--- src/rtl/dct_pkg.sv ---
// dct_pkg: shared constants and arithmetic helpers for the 4-point HEVC
// forward/inverse transform blocks.
//   - HEVC 4-point basis coefficients (64, 83, 36)
//   - default WIDTH_X / WIDTH_Y / SHIFT
//   - round_shift : (v + 2^(sh-1)) >>> sh on a 32-bit signed value
//   - clip_signed : saturate a 32-bit signed value to a w-bit signed range
// Helpers work on 32-bit signed values, so accumulators must be <= 32 bits.
package dct_pkg;

  localparam int unsigned COEF_64 = 64;
  localparam int unsigned COEF_83 = 83;
  localparam int unsigned COEF_36 = 36;

  localparam int unsigned DEF_WIDTH_X = 17;
  localparam int unsigned DEF_WIDTH_Y = 9;
  localparam int unsigned DEF_SHIFT   = 7;

  localparam int unsigned HELPER_W = 32;

  // Round-half-up then arithmetic (floor) right shift; i_sh must be >= 1.
  function automatic logic signed [31:0] round_shift(input logic signed [31:0] i_v,
                                                     input int unsigned i_sh);
    logic signed [31:0] bias;
    bias = 32'sd1 <<< (i_sh - 1);
    return (i_v + bias) >>> i_sh;
  endfunction

  // Saturate to [-2^(w-1), 2^(w-1)-1].
  function automatic logic signed [31:0] clip_signed(input logic signed [31:0] i_v,
                                                     input int unsigned i_w);
    logic signed [31:0] hi;
    logic signed [31:0] lo;
    hi = (32'sd1 <<< (i_w - 1)) - 32'sd1;
    lo = -(32'sd1 <<< (i_w - 1));
    if (i_v > hi) begin
      return hi;
    end else if (i_v < lo) begin
      return lo;
    end
    return i_v;
  endfunction

endpackage

--- src/rtl/idct4_bloque_if.sv ---
// idct4_bloque_if: coefficient-in / residual-out bus of the 4-point IDCT.
//   load, x0..x3     : producer -> transform (one vector per load cycle)
//   valid, y0..y3, sat: transform -> consumer (one-cycle valid per result)
// Modports: master = producer/consumer side, slave = transform block.
interface idct4_bloque_if
  import dct_pkg::*;
#(
  parameter int unsigned WIDTH_X = DEF_WIDTH_X,
  parameter int unsigned WIDTH_Y = DEF_WIDTH_Y
);

  logic                      load;
  logic signed [WIDTH_X-1:0] x0;
  logic signed [WIDTH_X-1:0] x1;
  logic signed [WIDTH_X-1:0] x2;
  logic signed [WIDTH_X-1:0] x3;
  logic                      valid;
  logic signed [WIDTH_Y-1:0] y0;
  logic signed [WIDTH_Y-1:0] y1;
  logic signed [WIDTH_Y-1:0] y2;
  logic signed [WIDTH_Y-1:0] y3;
  logic                      sat;

  modport master (
    output load, x0, x1, x2, x3,
    input  valid, y0, y1, y2, y3, sat
  );

  modport slave (
    input  load, x0, x1, x2, x3,
    output valid, y0, y1, y2, y3, sat
  );

endinterface

--- src/rtl/idct4_round_clip.sv ---
// idct4_round_clip: one output lane of the IDCT final stage (combinational).
//   i_s     : butterfly sum, ACC_W-bit signed
//   o_y_c   : rounded, shifted and narrowed residual (WIDTH_Y-bit signed)
//   o_sat_c : lane was clipped (always 0 without clipping)
// Build option IDCT4_CLIP_EN: defined -> saturate to WIDTH_Y range,
// undefined -> keep low WIDTH_Y bits (wrap), no clip logic.
module idct4_round_clip
  import dct_pkg::*;
#(
  parameter int unsigned ACC_W   = DEF_WIDTH_X + 9,
  parameter int unsigned WIDTH_Y = DEF_WIDTH_Y,
  parameter int unsigned SHIFT   = DEF_SHIFT
) (
  input  logic signed [ACC_W-1:0]   i_s,
  output logic signed [WIDTH_Y-1:0] o_y_c,
  output logic                      o_sat_c
);

`ifdef IDCT4_CLIP_EN
  logic signed [HELPER_W-1:0] w_r;

  assign w_r = round_shift(HELPER_W'(i_s), SHIFT);

  // Clipping changed the value exactly when the lane saturated.
  assign o_y_c   = WIDTH_Y'(clip_signed(w_r, WIDTH_Y));
  assign o_sat_c = (clip_signed(w_r, WIDTH_Y) != w_r);
`else
  assign o_y_c   = WIDTH_Y'(round_shift(HELPER_W'(i_s), SHIFT));
  assign o_sat_c = 1'b0;
`endif

endmodule

--- src/rtl/idct4_bloque.sv ---
// idct4_bloque: pipelined 4-point HEVC inverse DCT, 3 register stages,
// one vector per cycle, never stalls.
//   clk  : rising-edge clock
//   rst  : asynchronous active-low reset
//   bus  : idct4_bloque_if.slave (load/x0..x3 in, valid/y0..y3/sat out)
// Build option IDCT4_CLIP_EN selects saturation instead of wrap-around
// in the output lanes (see idct4_round_clip).
module idct4_bloque
  import dct_pkg::*;
#(
  parameter int unsigned WIDTH_X = DEF_WIDTH_X,
  parameter int unsigned WIDTH_Y = DEF_WIDTH_Y,
  parameter int unsigned SHIFT   = DEF_SHIFT
) (
  input  logic           clk,
  input  logic           rst,
  idct4_bloque_if.slave  bus
);

  localparam int unsigned ACC_W = WIDTH_X + 9;
  localparam int unsigned LANES = 4;

  localparam logic signed [ACC_W-1:0] K64 = ACC_W'(COEF_64);
  localparam logic signed [ACC_W-1:0] K83 = ACC_W'(COEF_83);
  localparam logic signed [ACC_W-1:0] K36 = ACC_W'(COEF_36);

  logic signed [ACC_W-1:0]   w_c0, w_c1, w_c2, w_c3;
  logic signed [ACC_W-1:0]   r_e0, r_e1, r_o0, r_o1;
  logic                      r_v1;
  logic signed [ACC_W-1:0]   r_s [LANES];
  logic                      r_v2;
  logic signed [WIDTH_Y-1:0] w_y [LANES];
  logic [LANES-1:0]          w_lane_sat;
  logic signed [WIDTH_Y-1:0] r_y [LANES];
  logic                      r_sat;
  logic                      r_valid;

  // Sign-extend coefficients to the accumulator width.
  assign w_c0 = ACC_W'(bus.x0);
  assign w_c1 = ACC_W'(bus.x1);
  assign w_c2 = ACC_W'(bus.x2);
  assign w_c3 = ACC_W'(bus.x3);

  // Stage 1: even/odd terms.
  always_ff @(posedge clk or negedge rst) begin
    if (!rst) begin
      r_e0 <= '0;
      r_e1 <= '0;
      r_o0 <= '0;
      r_o1 <= '0;
      r_v1 <= 1'b0;
    end else begin
      r_v1 <= bus.load;
      if (bus.load) begin
        r_e0 <= (w_c0 + w_c2) * K64;
        r_e1 <= (w_c0 - w_c2) * K64;
        r_o0 <= w_c1 * K83 + w_c3 * K36;
        r_o1 <= w_c1 * K36 - w_c3 * K83;
      end
    end
  end

  // Stage 2: butterfly.
  always_ff @(posedge clk or negedge rst) begin
    if (!rst) begin
      for (int i = 0; i < int'(LANES); i++) begin
        r_s[i] <= '0;
      end
      r_v2 <= 1'b0;
    end else begin
      r_v2 <= r_v1;
      if (r_v1) begin
        r_s[0] <= r_e0 + r_o0;
        r_s[1] <= r_e1 + r_o1;
        r_s[2] <= r_e1 - r_o1;
        r_s[3] <= r_e0 - r_o0;
      end
    end
  end

  // Stage 3 lanes: round, shift, narrow.
  for (genvar g = 0; g < int'(LANES); g++) begin : g_lane
    idct4_round_clip #(
      .ACC_W   (ACC_W),
      .WIDTH_Y (WIDTH_Y),
      .SHIFT   (SHIFT)
    ) u_lane (
      .i_s     (r_s[g]),
      .o_y_c   (w_y[g]),
      .o_sat_c (w_lane_sat[g])
    );
  end

  // Stage 3 output register; y/sat hold between results.
  always_ff @(posedge clk or negedge rst) begin
    if (!rst) begin
      for (int i = 0; i < int'(LANES); i++) begin
        r_y[i] <= '0;
      end
      r_sat   <= 1'b0;
      r_valid <= 1'b0;
    end else begin
      r_valid <= r_v2;
      if (r_v2) begin
        for (int i = 0; i < int'(LANES); i++) begin
          r_y[i] <= w_y[i];
        end
        r_sat <= |w_lane_sat;
      end
    end
  end

  assign bus.valid = r_valid;
  assign bus.y0    = r_y[0];
  assign bus.y1    = r_y[1];
  assign bus.y2    = r_y[2];
  assign bus.y3    = r_y[3];
  assign bus.sat   = r_sat;

endmodule

--- src/flat_wrapper.sv ---
// flat-port wrapper written by rule: the top's interface ports become plain ports
module idct4_bloque_flat import dct_pkg::*;
#(
  parameter int unsigned WIDTH_X = DEF_WIDTH_X,
  parameter int unsigned WIDTH_Y = DEF_WIDTH_Y,
  parameter int unsigned SHIFT   = DEF_SHIFT
)
  (clk, rst, bus_load, bus_x0, bus_x1, bus_x2, bus_x3, bus_valid, bus_y0, bus_y1, bus_y2, bus_y3, bus_sat);
  idct4_bloque_if #(.WIDTH_X(WIDTH_X), .WIDTH_Y(WIDTH_Y)) bus_i ();
  input  logic clk;
  input  logic rst;
  input wire logic [$bits(bus_i.load)-1:0] bus_load;
  input wire logic [$bits(bus_i.x0)-1:0] bus_x0;
  input wire logic [$bits(bus_i.x1)-1:0] bus_x1;
  input wire logic [$bits(bus_i.x2)-1:0] bus_x2;
  input wire logic [$bits(bus_i.x3)-1:0] bus_x3;
  output wire logic [$bits(bus_i.valid)-1:0] bus_valid;
  output wire logic [$bits(bus_i.y0)-1:0] bus_y0;
  output wire logic [$bits(bus_i.y1)-1:0] bus_y1;
  output wire logic [$bits(bus_i.y2)-1:0] bus_y2;
  output wire logic [$bits(bus_i.y3)-1:0] bus_y3;
  output wire logic [$bits(bus_i.sat)-1:0] bus_sat;
  assign bus_i.load = bus_load;
  assign bus_i.x0 = bus_x0;
  assign bus_i.x1 = bus_x1;
  assign bus_i.x2 = bus_x2;
  assign bus_i.x3 = bus_x3;
  assign bus_valid = bus_i.valid;
  assign bus_y0 = bus_i.y0;
  assign bus_y1 = bus_i.y1;
  assign bus_y2 = bus_i.y2;
  assign bus_y3 = bus_i.y3;
  assign bus_sat = bus_i.sat;
  idct4_bloque #(.WIDTH_X(WIDTH_X), .WIDTH_Y(WIDTH_Y), .SHIFT(SHIFT)) u_core (.clk(clk), .rst(rst), .bus(bus_i));
endmodule
--- config.mk ---
export PLATFORM = sky130hd
export DESIGN_NAME = idct4_bloque_flat
export DESIGN_NICKNAME = d
export VERILOG_FILES = /design/src/rtl/dct_pkg.sv /design/src/rtl/idct4_bloque_if.sv /design/src/rtl/idct4_round_clip.sv /design/src/rtl/idct4_bloque.sv /design/src/flat_wrapper.sv
export SDC_FILE = /design/constraint.sdc
export NUM_CORES = 1
export LEC_CHECK = 0
export CORE_AREA = 3 3 190 285
export CTS_CLUSTER_DIAMETER = 60
export DETAILED_ROUTE_END_ITERATION = 6
export DIE_AREA = 0 0 193 288
export HOLD_SLACK_MARGIN = 0.15
export PLACE_DENSITY = 0.66
export SETUP_SLACK_MARGIN = 0.5
export SLEW_MARGIN = 25
export SYNTH_ARGS = -nofsm -noshare
export SYNTH_HDL_FRONTEND = slang
export SYNTH_HIERARCHICAL = 1
export SYNTH_SLANG_ARGS = --single-unit
--- constraint.sdc ---
create_clock -name clk -period 7.25 [get_ports clk]
set_clock_uncertainty 0.1 [all_clocks]
set_input_delay 1.45 -clock clk [delete_from_list [all_inputs] [get_ports clk]]
set_output_delay 1.45 -clock clk [all_outputs]
set_load 0.01 [all_outputs]
After elaboration in Yosys (flattened, before gate mapping)
Cells that the tools add are included.
{"block": "word_totals", "register_bits": 155, "latch_bits": 0, "ramBits": 0, "romBits": 0, "output_inout_bits": 38, "elab_cells": 31, "mem_count": 0}
{"block": "classes", "add_sub_neg": 12, "mul": 4, "div": 0, "magnitude_cmp": 0, "n_eq_ne": 0, "shifts": 0, "n_mux": 0, "bitwise_logic": 0, "n_reduce_logical": 0}
{"op": "adder 16 x 8 -> 16 bit, second input constant", "count": 4}
{"op": "adder 16 bit", "count": 3}
{"op": "subtractor 16 bit", "count": 3}
{"op": "multiplier 17 x 5 -> 14 bit, second input constant", "count": 2}
{"op": "multiplier 17 x 8 -> 16 bit, second input constant", "count": 2}
{"op": "adder 10 bit", "count": 1}
{"op": "subtractor 10 bit", "count": 1}

Logic depth before layout (Yosys ltp)
Gate-level depths: netlist of the first run.
{"block": "depth", "depth_word": 2, "ltp_mapped": 23, "mapped_depth_nobuf": 23}

By module
Netlist of the first run, hierarchy kept.
{"module": "idct4_bloque", "n_inst": 1, "cells_each": 2503, "area_per_inst_um2": 22663.0}
{"module": "idct4_round_clip", "n_inst": 4, "cells_each": 25, "area_per_inst_um2": 171.4}

Worst setup path before layout of the first run
OpenSTA, ideal clock, no wires.
{"block": "synth_timing", "path_type": "input-to-reg", "start": "in bus_x3[1]", "end": "reg u_core/r_o0[23] (netlist name)", "setup_ns": 0.090, "t_arrival_ns": 6.917, "required_ns": 7.060, "path_slack_ns": 0.143, "cell_stages": 26, "n_path_buf": 1, "path_cell_list": "ha_1 ha_1 inv_1 fa_1 nor2b_1 o21ai_0 a21bo_2 a211o_1 nand2_1 xnor2_1 fa_1 inv_1 ha_1 fa_1 inv_1 fa_1 inv_1 ha_1 clkbuf_1 a21o_1 a21o_1 a21oi_1 o21ai_0 a2111oi_0 mux2_2 o2111ai_1"}
{"element": "from (decl)", "line_no": "flat_wrapper.sv:16", "rtl": "input wire logic [$bits(bus_i.x3)-1:0] bus_x3;"}

Final worst setup path of the first run
{"block": "layout_timing", "start": "in bus_x3[4]", "end": "reg u_core.r_o0[14]"}
{"block": "layout_between", "elab_chain_cells": 2}
{"element": "multiplier 17 x 5 -> 14 bit", "line_no": "idct4_bloque.sv:57", "rtl": "r_o0 <= w_c1 * K83 + w_c3 * K36;"}
{"element": "adder 16 bit", "line_no": "idct4_bloque.sv:57"}
{"element": "to (signal assigned)", "line_no": "idct4_bloque.sv:57"}
{"element": "to (decl)", "line_no": "idct4_bloque.sv:28", "rtl": "logic signed [ACC_W-1:0] r_e0, r_e1, r_o0, r_o1;"}
Every way passes these cells.
A chain may end at the register's enable or synchronous reset.

==> results of run 1 <==
## worst paths after layout
check / startpoint / to / slack [ns] / cells past startpoint
hold / removal: u_core/r_s[40] / u_core/r_s[40] / 0.39 / 1
min in group asynchronous: rst / u_core/bus.y3[7] / 0.90 / 1
setup reg to reg: u_core/r_e1[6] / u_core/r_s[38] / 4.51 / 8
setup / recovery: bus_x3[4] / u_core/r_o0[14] / 0.73 / 22
hold reg to reg: u_core/r_s[40] / u_core/r_s[40] / 0.39 / 1
max in group asynchronous: rst / u_core/r_s[37] / 5.08 / 2
## registers in the layout, summed over array words and instances, names as in the netlist
name and flops:
u_core/r_s 40, u_core/r_o0 16, u_core/r_o1 16, u_core/r_e1 10, u_core/bus.y0 9, u_core/bus.y1 9
u_core/bus.y2 9, u_core/bus.y3 9, u_core/r_e0 9, u_core/bus.sat 1, u_core/bus.valid 1, u_core/r_v1 1
u_core/r_v2 1
## area by class of cell
cell class,instances,area [um^2],area share [%]
clock buffers,24,472,3.08
clock inverters,5,103,0.670
inverters,212,796,5.20
multi-input cells,969,8780,57.4
flip-flops and latches,131,3280,21.4
well taps,676,846,5.53
repair buffers,106,1030,6.72
## repair_timing
action | CTS | global route
endpoints found under the setup margin | 0 | 3
setup buffers | 0 | 0
gates resized for setup | 0 | 15
## worst max-delay path: cells and delay by family
kind | cells | cell delay (ns)
and+or+nand+nor | 3 | 0.48
AOI/OAI and AO/OA | 6 | 0.87
buffers and inverters | 4 | 0.76
xor gates and xnor gates | 2 | 0.38
adders and majority gates | 7 | 2.76
## power by group through the flow
| stage | registers, W | logic [W] | clock network, W |
|---|---|---|---|
| floorplan | 0.00134 | 0.00285 | 0 |
| global placement | 0.00136 | 0.00386 | 0 |
| detailed placement | 0.00137 | 0.00392 | 0 |
| CTS | 0.00136 | 0.00396 | 0.000871 |
| global route | 0.00140 | 0.00448 | 0.000901 |
| finish | 0.00135 | 0.00396 | 0.000848 |
## metal layers
metal | vias to the layer above | track usage, % | share of wire [%]
li1 | 4706 | - | -
met1 | 4495 | 13.1 | 42
met2 | 183 | 19.7 | 51
met3 | 48 | 1.47 | 3.2
met4 | 0 | 4.56 | 3.3
met5 | - | 0 | 0
## cells in the final DEF, fill, tap and decap left out, types with 5 or more instances in the layout
cell / instances
sky130_fd_sc_hd__clkbuf_16: 17
sky130_fd_sc_hd__clkdlybuf4s50_1: 89
sky130_fd_sc_hd__and3_1: 6
sky130_fd_sc_hd__a21o_1: 19
sky130_fd_sc_hd__nor2_1: 87
sky130_fd_sc_hd__o21ai_0: 42
sky130_fd_sc_hd__nor4_2: 5
sky130_fd_sc_hd__a31oi_1: 6
sky130_fd_sc_hd__a21oi_1: 94
sky130_fd_sc_hd__fa_1: 72
sky130_fd_sc_hd__mux2i_1: 6
sky130_fd_sc_hd__nor3_1: 10
sky130_fd_sc_hd__nand2_2: 5
sky130_fd_sc_hd__o211ai_1: 5
sky130_fd_sc_hd__buf_4: 13
sky130_fd_sc_hd__o21bai_1: 16
sky130_fd_sc_hd__xnor2_1: 72
sky130_fd_sc_hd__nor2b_1: 11
sky130_fd_sc_hd__mux2_2: 65
sky130_fd_sc_hd__xor2_1: 38
sky130_fd_sc_hd__nor4_1: 6
sky130_fd_sc_hd__nand2b_1: 18
sky130_fd_sc_hd__clkbuf_1: 5
sky130_fd_sc_hd__nand2_1: 40
sky130_fd_sc_hd__dfrtp_1: 131
sky130_fd_sc_hd__ha_1: 206
sky130_fd_sc_hd__a211oi_1: 11
sky130_fd_sc_hd__or3_1: 5
sky130_fd_sc_hd__o31ai_1: 5
sky130_fd_sc_hd__inv_1: 210
sky130_fd_sc_hd__nand4_1: 7
sky130_fd_sc_hd__nand3_1: 25
sky130_fd_sc_hd__o21a_1: 9
## through the flow
step | total power (W) | worst slack [ns] | utilization (%) | instance area [um^2]
2_1_floorplan | 0.00418 | 0.944 | - | 13100
3_3_place_gp | 0.00521 | 0.0727 | 28.3 | 14700
3_5_place_dp | 0.00529 | 0.0835 | 28.3 | 14700
4_1_cts | 0.00619 | 0.516 | 29.4 | 15200
5_1_grt | 0.00678 | 0.482 | 29.5 | 15300
6_report | 0.00616 | 0.732 | 29.5 | 15300
==> results.cfg, run 1 <==
[cells_and_area]
fillerInstances = 5460
num_antenna_cells = 0
count_of_placed_standard_cells_in_the_final_layout_fillers_left_out = 2123
syn2layout_area_growth_pct = 17.3
num-nets-final = 1790
post_route_cells_drive_above_1_share_pct = 9.74

[timing]
worst_hold_slack_ns = 0.387
slew_headroom_pct = 46.4
report.final.setup_viol = 0
timing.setup.tns_ns = 0
final_hold_viol_count = 0
achievable-frequency_ghz = 0.153
post-route-min-period_ns = 6.52
report.final.slew_viol_count = 0
finalCritPeriodShare_pct = 89.9
tightest_slew_ns = 0.784
setup_repair_after_global_routing_missed_its_margin = true

[clock_tree]
holdBufCountCts = 0
clk_root_buffer_cell = sky130_fd_sc_hd__clkbuf_16
clkSlewWorstSetupHoldPaths_ns = 0.06
clk-insertion-delay-late_ns = 0.41
clk_path_buf_depth = 2
tritoncts = built
clock_tree.htree_level_count = 4
number_of_clock_buffers_inserted_by_tritoncts = 17
clock-sinks = 131

[route]
post_drt_via_cell_ratio = 4.44
drtAntennaViolNets = 0
wl_per_cell_um = 13.9
vias = 9432
dr.pass1.iters = 6
detail_route.iter0.violations = 381
post-route-drc-count = 0
wl_um = 29400

[floorplanning]
die_area_mm2 = 0.0556
initial_utilization_pct = 25.2
io_pins = 109
die-height_um = 288
core_mm2 = 0.0518
floorplan.die.width_um = 193
rows = 102

[grt]
grt-ovfl-total = 0
first_global_vias = 9902
number_of_antenna_violations_at_the_first_check_in_global_routing = 0
grtUsageTotal_pct = 11.0
grt_max_degree = 77
grt_first_pass_wirelength_um = 49400

[setup_path]
critPathMaxStageDelay_ns = 0.53
critPathMostFrequentCell = sky130_fd_sc_hd__ha_1
critical_path_cell_with_the_highest_stage_delay = sky130_fd_sc_hd__fa_1
worstPathRequired_ns = 7.43
worst-path-max-fanout = 5
setup.worst_path.end_class = flip-flop
setup.worst_path.class = input pin to flip-flop
crit_chain = clkdlybuf4s50_1 -> buf_4 -> ha_1 -> ha_1 -> o21ai_0 -> o21ai_1 -> a21oi_2 -> xnor2_2 -> fa_1 -> ha_1 -> fa_1 -> inv_1 -> fa_1 -> inv_1 -> ha_1 -> a21o_1 -> or3_1 -> o211ai_1 -> nand2_1 -> xor2_1 -> nand2_1 -> o21ai_0
timing.critical_path.arrival_ns = 6.70
crit_path_launch_type = input pin

[run]
maxCapViolations = 0

[pwr]
leakagePower_nw = 7.11
cell_internal_pwr_w = 0.00346
p_sw_w = 0.00270
share_clk_of_total_power_pct = 13.8
vdd_ir_drop_max_uv = 179
powerDensity_mw_per_mm2 = 402
share_seq_of_total_power_pct = 21.9
netSwitchingFraction_pct = 43.8
p_comb_share_pct = 64.3

[place]
port-buffer-count = 92
hpwl_um = 24500
gp_congestion = 0.856
dpl.cell_count = 2094

[logic_synthesis]
synth_fp_nets = 1729
post_synth.cell_area_avg_um2 = 9.48
count_of_yosys_warnings_during_synthesis = 6
mappedNetlistArea_mm2 = 0.0131
cell_count_after_synthesis = 1376

[worst_hold_path]
holdCritPathClass = flip-flop to flip-flop

[outcome]
status = complete, no violations
No activity file was read; power rests on OpenSTA's default activity.
==> run 2: changes to the inputs <==
ABC_AREA = 1   (was not set)
CORE_AREA = 3 3 199 298   (was 3 3 190 285)
DIE_AREA = 0 0 202 301   (was 0 0 193 288)
==> results.cfg, run 2 <==
[outcome]
status = complete, no violations

[timing]
post-route-min-period_ns = 6.44
final_hold_viol_count = 0
timing.setup.tns_ns = 0
achievable-frequency_ghz = 0.155
tightest_slew_ns = 0.971
report.final.setup_viol = 0
report.final.slew_viol_count = 0
slew_headroom_pct = 35.3
setup_repair_after_global_routing_missed_its_margin = false
finalCritPeriodShare_pct = 88.8

[grt]
grt_max_degree = 71
number_of_antenna_violations_at_the_first_check_in_global_routing = 2
first_global_vias = 11200
grt-ovfl-total = 0
grtUsageTotal_pct = 10.7
grt_first_pass_wirelength_um = 53900

[cells_and_area]
largest_register_by_flop_count = u_core/r_s
layout_cell_area_excl_fill_mm2 = 0.0164
mostFrequentLayoutCells = sky130_fd_sc_hd__nand2_1 (488), sky130_fd_sc_hd__inv_1 (395), sky130_fd_sc_hd__ha_1 (209)
num_antenna_cells = 0
post_route_cells_drive_above_1_share_pct = 6.26
largest_register_ffs = 40
layout_commonest_cell = sky130_fd_sc_hd__nand2_1
syn2layout_area_growth_pct = 15.8
num-nets-final = 2306
count_of_placed_standard_cells_in_the_final_layout_fillers_left_out = 2729
finish.utilization_pct = 28.9
top_regs = u_core/r_s: 40 flops, u_core/r_o0: 16 flops, u_core/r_o1: 16 flops

[pwr]
finalPower_w = 0.00629
leakagePower_nw = 8.67
vdd_ir_drop_max_uv = 175
powerDensity_mw_per_mm2 = 383

[place]
hpwl_um = 26800
port-buffer-count = 92
dpl-instance-area_mm2 = 0.0158
dpl.cell_count = 2697
gp_congestion = 0.900

[clock_tree]
clk_path_buf_depth = 2
holdBufCountCts = 0
tritoncts = built
clock_tree.htree_level_count = 4
clk_root_buffer_cell = sky130_fd_sc_hd__clkbuf_16
number_of_clock_buffers_inserted_by_tritoncts = 17
clkSlewWorstSetupHoldPaths_ns = 0.06
clk-insertion-delay-late_ns = 0.42
cts-resized-gates = 0
clock-sinks = 131
post-cts-setup-buffer-count = 0

[worst_hold_path]
holdCritPathClass = flip-flop to flip-flop

[setup_path]
crit_chain = clkdlybuf4s50_1 -> ha_1 -> ha_1 -> inv_1 -> fa_1 -> o21ai_2 -> a21oi_2 -> xnor2_1 -> fa_1 -> ha_1 -> fa_1 -> inv_1 -> fa_1 -> inv_1 -> ha_1 -> nand2_1 -> inv_1 -> a21oi_1 -> nand3_1 -> or2_2 -> nand3_1 -> o21ai_0
crit_path_launch_type = input pin
worstPathRequired_ns = 7.44
setup.worst_path.end_class = flip-flop
setup.worst_path.class = input pin to flip-flop
worst-path-max-fanout = 6
critPathMaxStageDelay_ns = 0.58
critical_path_cell_with_the_highest_stage_delay = sky130_fd_sc_hd__clkdlybuf4s50_1
timing.critical_path.arrival_ns = 6.63

[floorplanning]
die-height_um = 301
io_pins = 109
core_mm2 = 0.0569
initial_utilization_pct = 25.0
rows = 107
die_area_mm2 = 0.0608
floorplan.die.width_um = 202

[route]
post_drt_via_cell_ratio = 4.11
wl_per_cell_um = 11.6
post-route-drc-count = 0
wl_um = 31700
dr.pass1.iters = 6
detail_route.iter0.violations = 457
drtAntennaViolNets = 0
vias = 11200

[logic_synthesis]
mappedNetlistArea_mm2 = 0.0142
post_synth.cell_area_avg_um2 = 7.50
synth_fp_nets = 2248
cell_count_after_synthesis = 1895
count_of_yosys_warnings_during_synthesis = 6

[run]
maxCapViolations = 0
==> run 2: final timing paths <==
| check | startpoint | to | slack [ns] | depth (start not counted) |
|---|---|---|---|---|
| setup / recovery | bus_x3[4] | u_core/r_o0[14] | 0.81 | 22 |
| min in group asynchronous | rst | u_core/bus.y2[7] | 0.91 | 1 |
| hold reg to reg | u_core/r_o1[0] | u_core/r_o1[0] | 0.39 | 2 |
| max in group asynchronous | rst | u_core/r_e1[8] | 4.91 | 2 |
| setup reg to reg | u_core/r_e1[6] | u_core/r_s[90] | 5.06 | 10 |
| hold / removal | u_core/r_o1[0] | u_core/r_o1[0] | 0.39 | 2 |
==> run 2: final cells by class <==
type | instances | area, um^2
clock buffer | 22 | 484
clock inverter | 10 | 145
fill | 6175 | 40400
inverter | 399 | 1500
multi-input combinational | 1300 | 9080
sequential | 131 | 3280
tap | 763 | 955
timing repair buffer | 104 | 1010
==> run 2: power breakdown <==
part | leakage [nW] | switching, W | internal, W
Clock | 0.303 | 0.000319 | 0.000580
Sequential | 1.56 | 0.000270 | 0.00105
Combinational | 6.80 | 0.00241 | 0.00166
Total | 8.67 | 0.00300 | 0.00330
==> run 2: critical path: cells and delay by family <==
| family | cells | cell delay [ns] |
|---|---|---|
| XOR/XNOR | 1 | 0.21 |
| buffers and inverters | 5 | 0.79 |
| adder cells (fa/ha/maj) | 8 | 3.11 |
| AND/OR/NAND/NOR | 4 | 0.57 |
| AO/OA/AOI/OAI | 4 | 0.51 |
==> run 2: metal layers <==
metal / up-vias / wire, um / global-route usage [%]
li1: 5903 / - / -
met1: 5100 / 13800 / 12.5
met2: 155 / 16100 / 19.9
met3: 43 / 815 / 1.44
met4: 2 / 899 / 4.01
met5: - / 13 / 0
==> run 2: stage by stage <==
| step | setup WS (ns) | hold WS (ns) |
|---|---|---|
| global route | 0.511 | 0.421 |
| finish | 0.811 | 0.387 |
| CTS | 0.781 | 0.388 |
| detailed placement | 0.317 | 0.373 |
| global placement | 0.377 | 0.368 |
| floorplan | 1.39 | 0.249 |
==> run 3: changes to the inputs <==
clock period = 8.25 ns   (was 7.25 ns; I/O delays follow)
==> results.cfg, run 3 (synthesis results as in run 2) <==
[cells_and_area]
syn2layout_area_growth_pct = 15.8
num-nets-final = 2300
mostFrequentLayoutCells = sky130_fd_sc_hd__nand2_1 (488), sky130_fd_sc_hd__inv_1 (395), sky130_fd_sc_hd__ha_1 (209)
fillerInstances = 6139
layout_commonest_cell = sky130_fd_sc_hd__nand2_1
top_regs = u_core/r_s: 40 flops, u_core/r_o0: 16 flops, u_core/r_o1: 16 flops
largest_register_by_flop_count = u_core/r_s
layout_cell_area_excl_fill_mm2 = 0.0164
count_of_placed_standard_cells_in_the_final_layout_fillers_left_out = 2723
post_route_cells_drive_above_1_share_pct = 6.02
num_antenna_cells = 0
largest_register_ffs = 40

[grt]
number_of_antenna_violations_at_the_first_check_in_global_routing = 0
grt-ovfl-total = 0
grtUsageTotal_pct = 10.7
grtUsageMet3_pct = 1.70
grt.met2_usage_pct = 19.4
first_global_vias = 11100
grt_first_pass_wirelength_um = 53600
grt_max_degree = 75
met1_usage_pct = 12.7
globalRoute.busiestLayer = met2

[setup_path]
critPathMostFrequentCell = sky130_fd_sc_hd__ha_1
worstPathRequired_ns = 8.43
critical_path_cell_with_the_highest_stage_delay = sky130_fd_sc_hd__clkdlybuf4s50_1
cp_num_buf_inv = 4
cpLargestDelayFamily = adder cells
timing.critical_path.arrival_ns = 6.85
crit_path_launch_type = input pin
setup.worst_path.class = input pin to flip-flop
worst-path-max-fanout = 6
setup.worst_path.end_class = flip-flop
critPathMaxStageDelay_ns = 0.64
crit_chain = clkdlybuf4s50_1 -> ha_1 -> ha_1 -> a21oi_1 -> o21ai_0 -> nor2_1 -> o21ai_2 -> xor2_1 -> fa_1 -> ha_1 -> fa_1 -> inv_1 -> fa_1 -> inv_1 -> ha_1 -> nand2_1 -> inv_1 -> a21oi_1 -> nand3_1 -> or2_2 -> nand3_1 -> o21ai_0

[run]
maxCapViolations = 0

[route]
dr.pass1.iters = 4
post-route-drc-count = 0
wl_per_cell_um = 11.5
post_drt_via_cell_ratio = 4.06
drtAntennaViolNets = 0
detail_route.iter0.violations = 494
vias = 11000
wl_um = 31400

[place]
dpl-instance-area_mm2 = 0.0158
port-buffer-count = 92
pre_cts_ws_ns = 1.14
gp_congestion = 0.896
dpl.cell_count = 2691
hpwl_um = 26300

[clock_tree]
clk_root_buffer_cell = sky130_fd_sc_hd__clkbuf_16
clk_path_buf_depth = 2
clock_tree.htree_level_count = 4
post-cts-setup-buffer-count = 0
number_of_clock_buffers_inserted_by_tritoncts = 17
cts-resized-gates = 0
clock-sinks = 131
clk-insertion-delay-late_ns = 0.43
clkSlewWorstSetupHoldPaths_ns = 0.06
holdBufCountCts = 0
tritoncts = built

[floorplanning]
floorplan.die.width_um = 202
initial_utilization_pct = 25.0
die-height_um = 301
io_pins = 109
rows = 107
die_area_mm2 = 0.0608
core_mm2 = 0.0569

[timing]
tightest_slew_ns = 0.942
final_hold_viol_count = 0
setup_repair_after_global_routing_missed_its_margin = false
post-route-min-period_ns = 6.67
report.final.slew_viol_count = 0
slew_headroom_pct = 37.2
timing.setup.tns_ns = 0
achievable-frequency_ghz = 0.150
finalCritPeriodShare_pct = 80.8
final.setup.worst_slack_ns = 1.58
report.final.setup_viol = 0

[worst_hold_path]
holdCritPathClass = flip-flop to flip-flop

[pwr]
vdd_ir_drop_max_uv = 180
powerDensity_mw_per_mm2 = 337
leakagePower_nw = 8.66
finalPower_w = 0.00554

[outcome]
status = complete, no violations
==> run 3: changes by cell type in the layout (fill, tap and decap cells not counted) <==
| cell | change |
|---|---|
| sky130_fd_sc_hd__inv_6 | +3 |
| sky130_fd_sc_hd__buf_4 | -6 |
| sky130_fd_sc_hd__bufinv_16 | +2 |
| sky130_fd_sc_hd__clkinvlp_4 | -1 |
| sky130_fd_sc_hd__clkbuf_1 | -1 |
| sky130_fd_sc_hd__clkbuf_8 | -2 |
| sky130_fd_sc_hd__clkinv_2 | -1 |
==> run 3: routing by layer <==
| layer | part of all wire [%] | up-vias | wire [um] |
|---|---|---|---|
| met5 | 0 | - | 0 |
| met4 | 3.2 | 0 | 999 |
| met3 | 2.8 | 43 | 890 |
| met2 | 49 | 152 | 15500 |
| met1 | 45 | 4959 | 14000 |
| li1 | - | 5893 | - |
==> run 3: layout make-up <==
| cell class | count | area, um^2 | share of cell area (%) |
|---|---|---|---|
| timing repair buffer | 98 | 962 | 5.85 |
| inverter | 399 | 1500 | 9.11 |
| clock buffer | 19 | 453 | 2.75 |
| sequential | 131 | 3280 | 19.9 |
| multi-input combinational | 1300 | 9080 | 55.2 |
| tap | 763 | 955 | 5.80 |
| clock inverter | 13 | 219 | 1.33 |
==> run 3: worst reg2reg max path, stage by stage, from the launching register on <==
cell,delay [ns]
sky130_fd_sc_hd__dfrtp_1,0.96
sky130_fd_sc_hd__clkinv_1,0.81
sky130_fd_sc_hd__buf_4,0.46
sky130_fd_sc_hd__a21oi_1,0.14
sky130_fd_sc_hd__o21ai_0,0.12
sky130_fd_sc_hd__nand2_1,0.07
==> run 3: path summary, 6_finish.rpt <==
check	startpoint	end	slack (ns)	depth (start not counted)
setup / recovery	bus_x3[6]	u_core/r_o0[14]	1.58	22
hold / removal	u_core/r_o1[0]	u_core/r_o1[0]	0.38	2
setup reg to reg	u_core/r_v1	u_core/r_s[60]	5.53	5
hold reg to reg	u_core/r_o1[0]	u_core/r_o1[0]	0.38	2
max in group asynchronous	rst	u_core/r_v2	5.64	2
min in group asynchronous	rst	u_core/bus.y1[0]	1.11	1
==> run 3: stage by stage <==
step           utilization, %  hold WS (ns)
3_5_place_dp             27.7         0.374
4_1_cts                  28.9         0.387
6_report                 28.9         0.384
2_1_floorplan               -         0.249
5_1_grt                  28.9         0.414
3_3_place_gp             27.7         0.370
==> run 3: where the power goes <==
part	internal [W]	total, W	switching (W)
clock	0.000558	0.000854	0.000296
sequential	0.000927	0.00116	0.000233
combinational	0.00146	0.00352	0.00207
total	0.00294	0.00554	0.00260
==> variant, RTL diff (settings of run 1) <==
Add a define of `IDCT4_CLIP_EN`.
--- a/src/rtl/idct4_round_clip.sv
+++ b/src/rtl/idct4_round_clip.sv
@@ -4,6 +4,8 @@
 //   o_sat_c : lane was clipped (always 0 without clipping)
 // Build option IDCT4_CLIP_EN: defined -> saturate to WIDTH_Y range,
 // undefined -> keep low WIDTH_Y bits (wrap), no clip logic.
+`define IDCT4_CLIP_EN
+
 module idct4_round_clip
   import dct_pkg::*;
 #(
Formal check against the unedited RTL: not equivalent (Yosys sat finds a counterexample within 4 cycles, from zero or initial values and one cycle with rst low).
==> variant against run 1 <==
- synthesized area up 90%
- sequential cell count increased by 76
- design area rose by 83%
- total power increased by 110%
- worst setup slack lost 53 ps
- sequential power rose by 82%
- sequential share of layout area decreased by 2.9 points
- combinational power up 130%
- routed wire length rose by 130%
- largest power group unchanged
- first-iteration DRC count grew to 3.2 times the old value
==> variant: results (changes against run 1) <==
status=finished clean; Root Buffer=clkbuf_16; Comb power=0.00916 W (+130%); Pre-antenna DRT Iters=5 (-1); share of layout cells above drive strength 1=12.4% (+2.7 points); worst hold endpoint=u_core/bus.y3[7]; setup ws final=679 ps (-52.8 ps); capture point of the critical path=u_core/r_o0[24]; H-tree depth=1 (-3); biggest regs=u_core/r_s (80), u_core/r_o0 (26), u_core/r_o1 (26); Hold Path Cell Cnt=1 (unchanged); Pleak=12.6 nW (+78%); fin nets=3449 (+93%); vias in the first global route=21.1k (+110%); Total Routed Length=67700 um (+130%); Fillers=4874 (-11%); Cell Count, Final, Fillers Out=3638 (+71%); worst skew pair latency=520 ps (+110 ps); post-DP HPWL=55600 um (+130%); CTS clk-pin slew, worst paths=60 ps (about the same); Sw Pwr=0.00628 W (+130%); DP Cell Count=3589 (+71%); maximum VDD drop=0.210 mV (+17%); IO buf count=108 (+17%); Worst Hold Launch=u_core/bus.y3[7]; worst path arrival time=6840 ps (+140 ps); Critical path origin=bus_x3[12]; all-layer global routing usage=24.3% (+13 points); GRT overflow=0 (unchanged); Final GP Congestion=0.962 (+12%); Reg2Reg Capture Point=u_core/bus.sat; crit path max fanout=5 (unchanged); sequential logic power=0.00246 W (+82%); first-pass GRT wire length=109000 um (+120%); R2R setup slack=3960 ps (-550 ps); overall power=0.0128 W (+110%); measured slew at the worst slew-check pin=926 ps (+142 ps); cts bufs inserted=22 (+5); Longest Clk Path Bufs=3 (+1); Antenna diodes=0 (unchanged); initial antenna violation count=1 (+1); slowest CP cell=fa_1; Via density=5.65 (+27%); R2R Path Start=u_core/r_s[84]; critical path's top delay family=adder cells; hold slack=404 ps (+16.7 ps); Post-Synthesis Cells=2820 (+100%); Starting DRT DRC Count=1203 (+220%); reg2reg path depth=9 (+1); pre-CTS setup slack=-432 ps (-516 ps); Net Count, Synth=3323 (+92%); Hold Crit Class=flip-flop to flip-flop; worst stage delay on the critical path=520 ps; largest net degree at the start of global routing=148 (+92%)
variant: cell types whose count changed in the layout (fill, tap and decap cells not counted), moves of 40 or more:
cell / delta
a21oi_1: +149
inv_1: +138
nor2_1: +114
ha_1: +109
xnor2_1: +105
buf_4: +90
nand2_1: +78
dfrtp_1: +75
o21ai_0: +57
nand3_1: +45
a31oi_1: +40
variant: per-layer routing:
metal / global-route usage (%) / vias to the layer above / routed length (um)
met2: 46.8 / 456 / 36300
met1: 27.1 / 9888 / 26100
met3: 1.49 / 153 / 1930
li1: - / 10100 / -
met5: 0 / - / 13
met4: 10.6 / 2 / 3400
variant: layout make-up:
cell class | instances | area share [%]
clock buffer | 29 | 2.28
clock inverter | 11 | 0.519
timing repair buffer | 211 | 6.65
inverter | 355 | 4.76
tap | 676 | 3.02
multi-input combinational | 2149 | 64.2
sequential | 207 | 18.5
variant: worst register-to-register path: cells and delay by family, from the launching register on:
kind | cells | cell delay, ps
xor gates and xnor gates | 1 | 250
adders and majority gates | 1 | 430
AOI/OAI and AO/OA | 2 | 310
DFF | 1 | 490
and+or+nand+nor | 5 | 1570
variant: stage by stage:
step                instance area (sq um)  util (%)  setup TNS [ps]
floorplan                           24800         -               0
global placement                    26800      51.8           -1970
detailed placement                  26800      51.8           -2800
CTS                                 27700      53.4               0
global route                        28000      54.0               0
finish                              28000      54.0               0
variant: timing repair:
action                     CTS  global route
hold buffers                 0             0
setup endpoints to repair   10            13
gates cloned                 0             0
pin swaps                   18            50
resized for setup           21            57
setup buffers                1             8
